[config.mk]
export PLATFORM = sky130hd
export DESIGN_NAME = uart_rx
export DESIGN_NICKNAME = d
export VERILOG_FILES = /design/src/rtl/uart_pkg.sv /design/src/rtl/uart_rx_sync.sv /design/src/rtl/uart_rx.sv
export SDC_FILE = /design/constraint.sdc
export NUM_CORES = 1
export LEC_CHECK = 0
export ABC_AREA = 1
export CAP_MARGIN = 20
export CORE_MARGIN = 10
export CORE_UTILIZATION = 56
export CTS_BUF_LIST = sky130_fd_sc_hd__clkbuf_4 sky130_fd_sc_hd__clkbuf_8
export DETAILED_ROUTE_END_ITERATION = 8
export PLACE_DENSITY_LB_ADDON = 0.2
export SETUP_SLACK_MARGIN = 0.3
export SYNTH_ARGS = -nofsm -noshare
export SYNTH_HDL_FRONTEND = slang
export SYNTH_SLANG_ARGS = --single-unit
export TNS_END_PERCENT = 100
[constraint.sdc]
create_clock -name CLK_100MHz -period 1.7 [get_ports CLK_100MHz]
set_input_delay 0.34 -clock CLK_100MHz [delete_from_list [all_inputs] [get_ports CLK_100MHz]]
set_output_delay 0.34 -clock CLK_100MHz [all_outputs]
set_load 0.005 [all_outputs]
[src/rtl/uart_pkg.sv]
// Shared UART definitions: receiver/transmitter state encoding and baud timing helpers.
package uart_pkg;

  typedef enum logic [1:0] {
    IDLE  = 2'd0,
    START = 2'd1,
    DATA  = 2'd2,
    STOP  = 2'd3
  } uart_state_t;

  function automatic int unsigned bit_period(input int unsigned clk_freq, input int unsigned baud);
    return clk_freq / baud;
  endfunction

  function automatic int unsigned half_period(input int unsigned clk_freq, input int unsigned baud);
    return bit_period(clk_freq, baud) / 2;
  endfunction

endpackage

[src/rtl/uart_rx_sync.sv]
// Two-flop synchroniser for the asynchronous RX pin plus falling-edge detect.
// Everything resets to 1 (line idle) so reset release never looks like a start edge.
module uart_rx_sync (
  input  logic clk,
  input  logic rst_n,
  input  logic rx,
  output logic rx_s,
  output logic fall
);

  logic sync_1;
  logic sync_2;
  logic prev;

  always_ff @(posedge clk or negedge rst_n) begin
    if (!rst_n) begin
      sync_1 <= 1'b1;
      sync_2 <= 1'b1;
      prev   <= 1'b1;
    end else begin
      sync_1 <= rx;
      sync_2 <= sync_1;
      prev   <= sync_2;
    end
  end

  assign rx_s = sync_2;
  assign fall = prev & ~sync_2;

endmodule

[src/rtl/uart_rx.sv]
// 8N1 UART receiver: mid-bit sampling FSM with sticky ready/frame-error/overrun flags.
module uart_rx
  import uart_pkg::*;
#(
  parameter int unsigned CLK_FREQ  = 100000000,
  parameter int unsigned BAUD_RATE = 115200
) (
  input  logic        CLK_100MHz,
  input  logic        RESET_N,
  input  logic        RX,
  input  logic        CLEAR,
  output logic        RX_BUSY,
  output logic        RX_READY,
  output logic        FRAME_ERR,
  output logic        OVERRUN,
  output logic [15:0] OUT
);

  localparam int unsigned BIT_PERIOD  = bit_period(CLK_FREQ, BAUD_RATE);
  localparam int unsigned HALF_PERIOD = half_period(CLK_FREQ, BAUD_RATE);
  localparam logic [31:0] BIT_LAST    = 32'(BIT_PERIOD - 1);
  localparam logic [31:0] HALF_LAST   = 32'(HALF_PERIOD - 1);

  logic        rx_s;
  logic        fall;

  uart_state_t state_q, state_d;
  logic [31:0] clk_cycles_q, clk_cycles_d;
  logic [3:0]  bit_index_q, bit_index_d;
  logic [7:0]  shift_q, shift_d;
  logic [7:0]  data_q, data_d;
  logic        ready_q, ready_d;
  logic        ferr_q, ferr_d;
  logic        ovr_q, ovr_d;

  uart_rx_sync u_sync (
    .clk   (CLK_100MHz),
    .rst_n (RESET_N),
    .rx    (RX),
    .rx_s  (rx_s),
    .fall  (fall)
  );

  always_ff @(posedge CLK_100MHz or negedge RESET_N) begin
    if (!RESET_N) begin
      state_q      <= IDLE;
      clk_cycles_q <= '0;
      bit_index_q  <= '0;
      shift_q      <= '0;
      data_q       <= '0;
      ready_q      <= 1'b0;
      ferr_q       <= 1'b0;
      ovr_q        <= 1'b0;
    end else begin
      state_q      <= state_d;
      clk_cycles_q <= clk_cycles_d;
      bit_index_q  <= bit_index_d;
      shift_q      <= shift_d;
      data_q       <= data_d;
      ready_q      <= ready_d;
      ferr_q       <= ferr_d;
      ovr_q        <= ovr_d;
    end
  end

  // CLEAR is applied first so that a completion or framing error in the same cycle overrides it.
  always_comb begin
    state_d      = state_q;
    clk_cycles_d = clk_cycles_q;
    bit_index_d  = bit_index_q;
    shift_d      = shift_q;
    data_d       = data_q;
    ready_d      = ready_q;
    ferr_d       = ferr_q;
    ovr_d        = ovr_q;

    if (CLEAR) begin
      ready_d = 1'b0;
      ferr_d  = 1'b0;
      ovr_d   = 1'b0;
    end

    case (state_q)
      IDLE: begin
        if (fall) begin
          clk_cycles_d = '0;
          state_d      = START;
        end
      end
      START: begin
        if (clk_cycles_q == HALF_LAST) begin
          if (!rx_s) begin
            clk_cycles_d = '0;
            bit_index_d  = '0;
            state_d      = DATA;
          end else begin
            state_d = IDLE;
          end
        end else begin
          clk_cycles_d = clk_cycles_q + 32'd1;
        end
      end
      DATA: begin
        if (clk_cycles_q == BIT_LAST) begin
          clk_cycles_d                = '0;
          shift_d[bit_index_q[2:0]]   = rx_s;
          bit_index_d                 = bit_index_q + 4'd1;
          if (bit_index_q == 4'd7) state_d = STOP;
        end else begin
          clk_cycles_d = clk_cycles_q + 32'd1;
        end
      end
      STOP: begin
        if (clk_cycles_q == BIT_LAST) begin
          clk_cycles_d = '0;
          state_d      = IDLE;
          if (rx_s) begin
            data_d  = shift_q;
            ready_d = 1'b1;
            if (ready_q && !CLEAR) ovr_d = 1'b1;
          end else begin
            ferr_d = 1'b1;
          end
        end else begin
          clk_cycles_d = clk_cycles_q + 32'd1;
        end
      end
      default: state_d = IDLE;
    endcase
  end

  assign RX_BUSY   = (state_q != IDLE);
  assign RX_READY  = ready_q;
  assign FRAME_ERR = ferr_q;
  assign OVERRUN   = ovr_q;
  assign OUT       = {8'h00, data_q};

endmodule

==> metrics.json <==
{
  "number_of_global_route_vias_before_repair": 4188,
  "vdd_ir_drop_max_v": 0.0008731,
  "pwr-share-seq_pct": 29.0,
  "synth_top_area_cell": "dfrtp_1",
  "avgViaCountPerCell": 6.379,
  "synth_sequential_area_ratio_pct": 39.44,
  "cap_violations": 0,
  "clkSinkCount": 60,
  "final_nets": 661,
  "std_cell_rows": 30,
  "cts_max_path_buffers": 2,
  "grtUsageMet3_pct": 4.625,
  "finalSetupViolCount": 56,
  "arrival_ns": 2.21,
  "io_pins": 24,
  "initial_utilization_pct": 56.80,
  "total_switching_power_mw": 2.466,
  "die_area_sq_um": 10520,
  "synth_cell_types": 34,
  "cts.root.buffer_cell": "clkbuf_8",
  "timing.fmax_mhz": 497.2,
  "clock_tree_from_tritoncts": "done",
  "num-fill-cells": 322,
  "sw_ratio_pct": 42.43,
  "clock_latency_ns": 0.36,
  "timing.final.hold_violations": 0,
  "hpwlAfterDp_um": 7515,
  "min-delay-start": "u_sync.sync_1",
  "unrepaired_setup_endpoints_after_global_routing": "yes",
  "violations_in_the_final_reports": "negative setup slack",
  "netlist_area_sq_um": 3816,
  "numCtsBuffers": 9,
  "placement.io_buffers": 15,
  "floorplan.die.height_um": 102.6,
  "layout_skew_ns": 0.01050,
  "yosys_register_bits": 60,
  "timing.critical_path.required_ns": 1.90,
  "synthMostInstantiatedCell": "nand2_1",
  "slew_viol_final": 0,
  "globalRouteTotalUtil_pct": 25.14,
  "power.share.combinational_pct": 47.4,
  "grt_use_met2_pct": 42.39,
  "totalWireLength_um": 16480,
  "drt_iter0_markers": 624,
  "globalplace.congestion": 0.9584,
  "synth_top_area_share_pct": 37.38,
  "status": "complete, but fails checks",
  "yosys-top-cells-count": "177 x nand2_1, 57 x dfrtp_1, 53 x nand3_1",
  "insertedDiodeCount": 0,
  "fin_crit_sh_pct": 118.3,
  "syn_inst_count": 538,
  "yosys_warning_count": 0,
  "ys.flop_type": "dfrtp_1",
  "synth_enable_flop_cells": 0,
  "cellLeakagePower_nw": 2.881,
  "met1_usage_pct": 28.45,
  "drt.antenna.violating_nets": 0,
  "grt_first_pass_wirelength_um": 20450,
  "utilization_pct": 85.85,
  "cell_internal_pwr_mw": 3.346,
  "firstDrtPassIters": 7,
  "area_growth_pct": 51.15,
  "timing.critical_path.to_type": "flip-flop",
  "layout-drive-gt1-share_pct": 44.31,
  "crit_path_start_kind": "flip-flop",
  "vias": 4714,
  "globalRoute.totalOverflow": 0,
  "fp.coreArea_sq_um": 6719,
  "grt.busiest_layer": "met2",
  "path_class": "reg -> reg",
  "drcViolationCount": 0,
  "totalNegativeSetupSlack_ns": -8.820,
  "netlist_top_cells_area": "dfrtp_1 37%, nand2_1 17%, nand3_1 7.0%, nor2_1 5.1%, inv_1 4.9%",
  "final_critical_path_setup_slack_ns": -0.3112,
  "min_period_ns": 2.011,
  "critPathLaunch": "clk_cycles_q[13]",
  "postSynthAreaPerCell_sq_um": 7.093,
  "die_w_um": 102.6,
  "timing.critical_path.fanout_max": 7,
  "synth-async-reset-ratio_pct": 100.0,
  "crit-reg2reg-launch": "clk_cycles_q[13]",
  "register_area_sq_um": 1518,
  "power.density_cell_area_nw_per_um2": 1008,
  "maximum_number_of_pins_on_one_net_before_global_route_repair": 26,
  "initial_antenna_violation_count": 1,
  "clk_pin_slew_worst_paths_ns": 0.08,
  "detail_route.wl_per_cell_um": 22.31,
  "clock_power_share_pct": 23.6,
  "htree_levels": 3,
  "post-layout-total-power_mw": 5.812,
  "multiInputGateArea_sq_um": 2625,
  "worst_hold_path_type": "reg -> reg"
}
-- through the flow --
stage	worst slack (ns)	instance area, sq um	hold WS (ns)	instances
floorplan	0.2009	3902	0.04441	545
global placement	-0.09075	4415	0.2318	672
detailed placement	-0.1150	4415	0.2322	672
CTS	0.07219	5161	0.3653	720
global route	-0.3458	5768	0.3663	739
finish	-0.3112	5768	0.3663	739
-- timing repair --
action                                 CTS  global route
hold buffers                             1             0
endpoints found under the hold margin    4             0
pin swaps                               18            44
gates resized for setup                 76           122
setup buffers                           26            17
cloned                                   5             2
setup endpoints to repair               69            58
-- logic make-up (layout without fill, tap and decap cells) --
group	Yosys count	after routing	synth area share, %
AOI/OAI and AO/OA	43	43	6.492
buffers and inverters	86	197	10.36
and+or+nand+nor	332	335	39.64
DFF	60	60	39.44
other	1	8	0.09827
adders and majority gates	3	3	0.9837
xor gates and xnor gates	13	13	2.984
-- final cells by class --
class                      count  share of cell area [%]
clock inverter                 7                   1.302
sequential                    60                   26.31
timing repair buffer         114                   18.59
clock buffer                   9                   2.148
multi-input combinational    402                   45.51
inverter                      67                   4.403
tap                           80                   1.735
-- worst max-delay path, cell delays in order, from the launching register on --
cell and delay [ns]:
dfrtp_2 0.45, inv_2 0.15, nand2_4 0.11, nor2_4 0.18, buf_4 0.15, nand2_1 0.09, nor2_4 0.12, nand2_4 0.11
nand2_8 0.14, nand2_8 0.09, nand2_1 0.09, nand2_1 0.17
-- final timing paths --
| check | slack [ns] | end | cells after the start |
|---|---|---|---|
| min | 0.37 | u_sync.rx_s | 0 |
| max reg2reg | -0.31 | clk_cycles_q[21] | 11 |
| max | -0.31 | clk_cycles_q[21] | 11 |
| min in group asynchronous | 0.39 | bit_index_q[3] | 2 |
| min reg2reg | 0.37 | u_sync.rx_s | 0 |
| max in group asynchronous | 0.79 | clk_cycles_q[0] | 3 |
-- power groups by stage --
stage               Combinational (mW)  Sequential [mW]  Clock, mW
floorplan                        0.961             1.63          0
global placement                  1.30             1.69          0
detailed placement                1.32             1.70          0
CTS                               1.98             1.69       1.33
global route                      2.84             1.69       1.42
finish                            2.76             1.69       1.37
-- registers in the layout, summed over array words and instances, names as in the netlist, named ones only --
register and cells:
u_sync.prev 1, OVERRUN 1, clk_cycles_q 32, FRAME_ERR 1, state_q 1, u_sync.rx_s 1, u_sync.sync_1 1, data_q 8
shift_q 8, RX_READY 1, bit_index_q 4
-- cell usage in the layout, fill, tap and decap left out, types with 3 or more instances in the layout --
| master | n |
|---|---|
| nand2_1 | 125 |
| buf_4 | 75 |
| dfrtp_1 | 47 |
| inv_1 | 43 |
| nand2_2 | 38 |
| nand3_1 | 36 |
| nor2_1 | 28 |
| inv_2 | 23 |
| nand2_4 | 18 |
| o21ai_1 | 18 |
| nor2_4 | 16 |
| nor2_2 | 15 |
| nand3_2 | 15 |
| buf_6 | 13 |
| xor2_1 | 11 |
| dfrtp_2 | 10 |
| dlygate4sd2_1 | 10 |
| nor3_1 | 9 |
| clkbuf_8 | 9 |
| conb_1 | 8 |
| o211ai_1 | 7 |
| nand2_8 | 6 |
| nand4_1 | 6 |
| buf_12 | 6 |
| o21ai_0 | 5 |
| nor3_2 | 5 |
| nand3_4 | 5 |
| o21ai_2 | 5 |
| or2_2 | 4 |
| a21oi_1 | 3 |
| nand4_4 | 3 |
| clkinv_4 | 3 |
| dfstp_2 | 3 |
-- per-layer routing --
layer  wire length [um]  vias to the layer above
met5                 13                        -
met1               5584                     2167
met3               1914                      184
met2               7415                      435
li1                   -                     1926
met4               1555                        2
(Power assumes the default switching activity.)
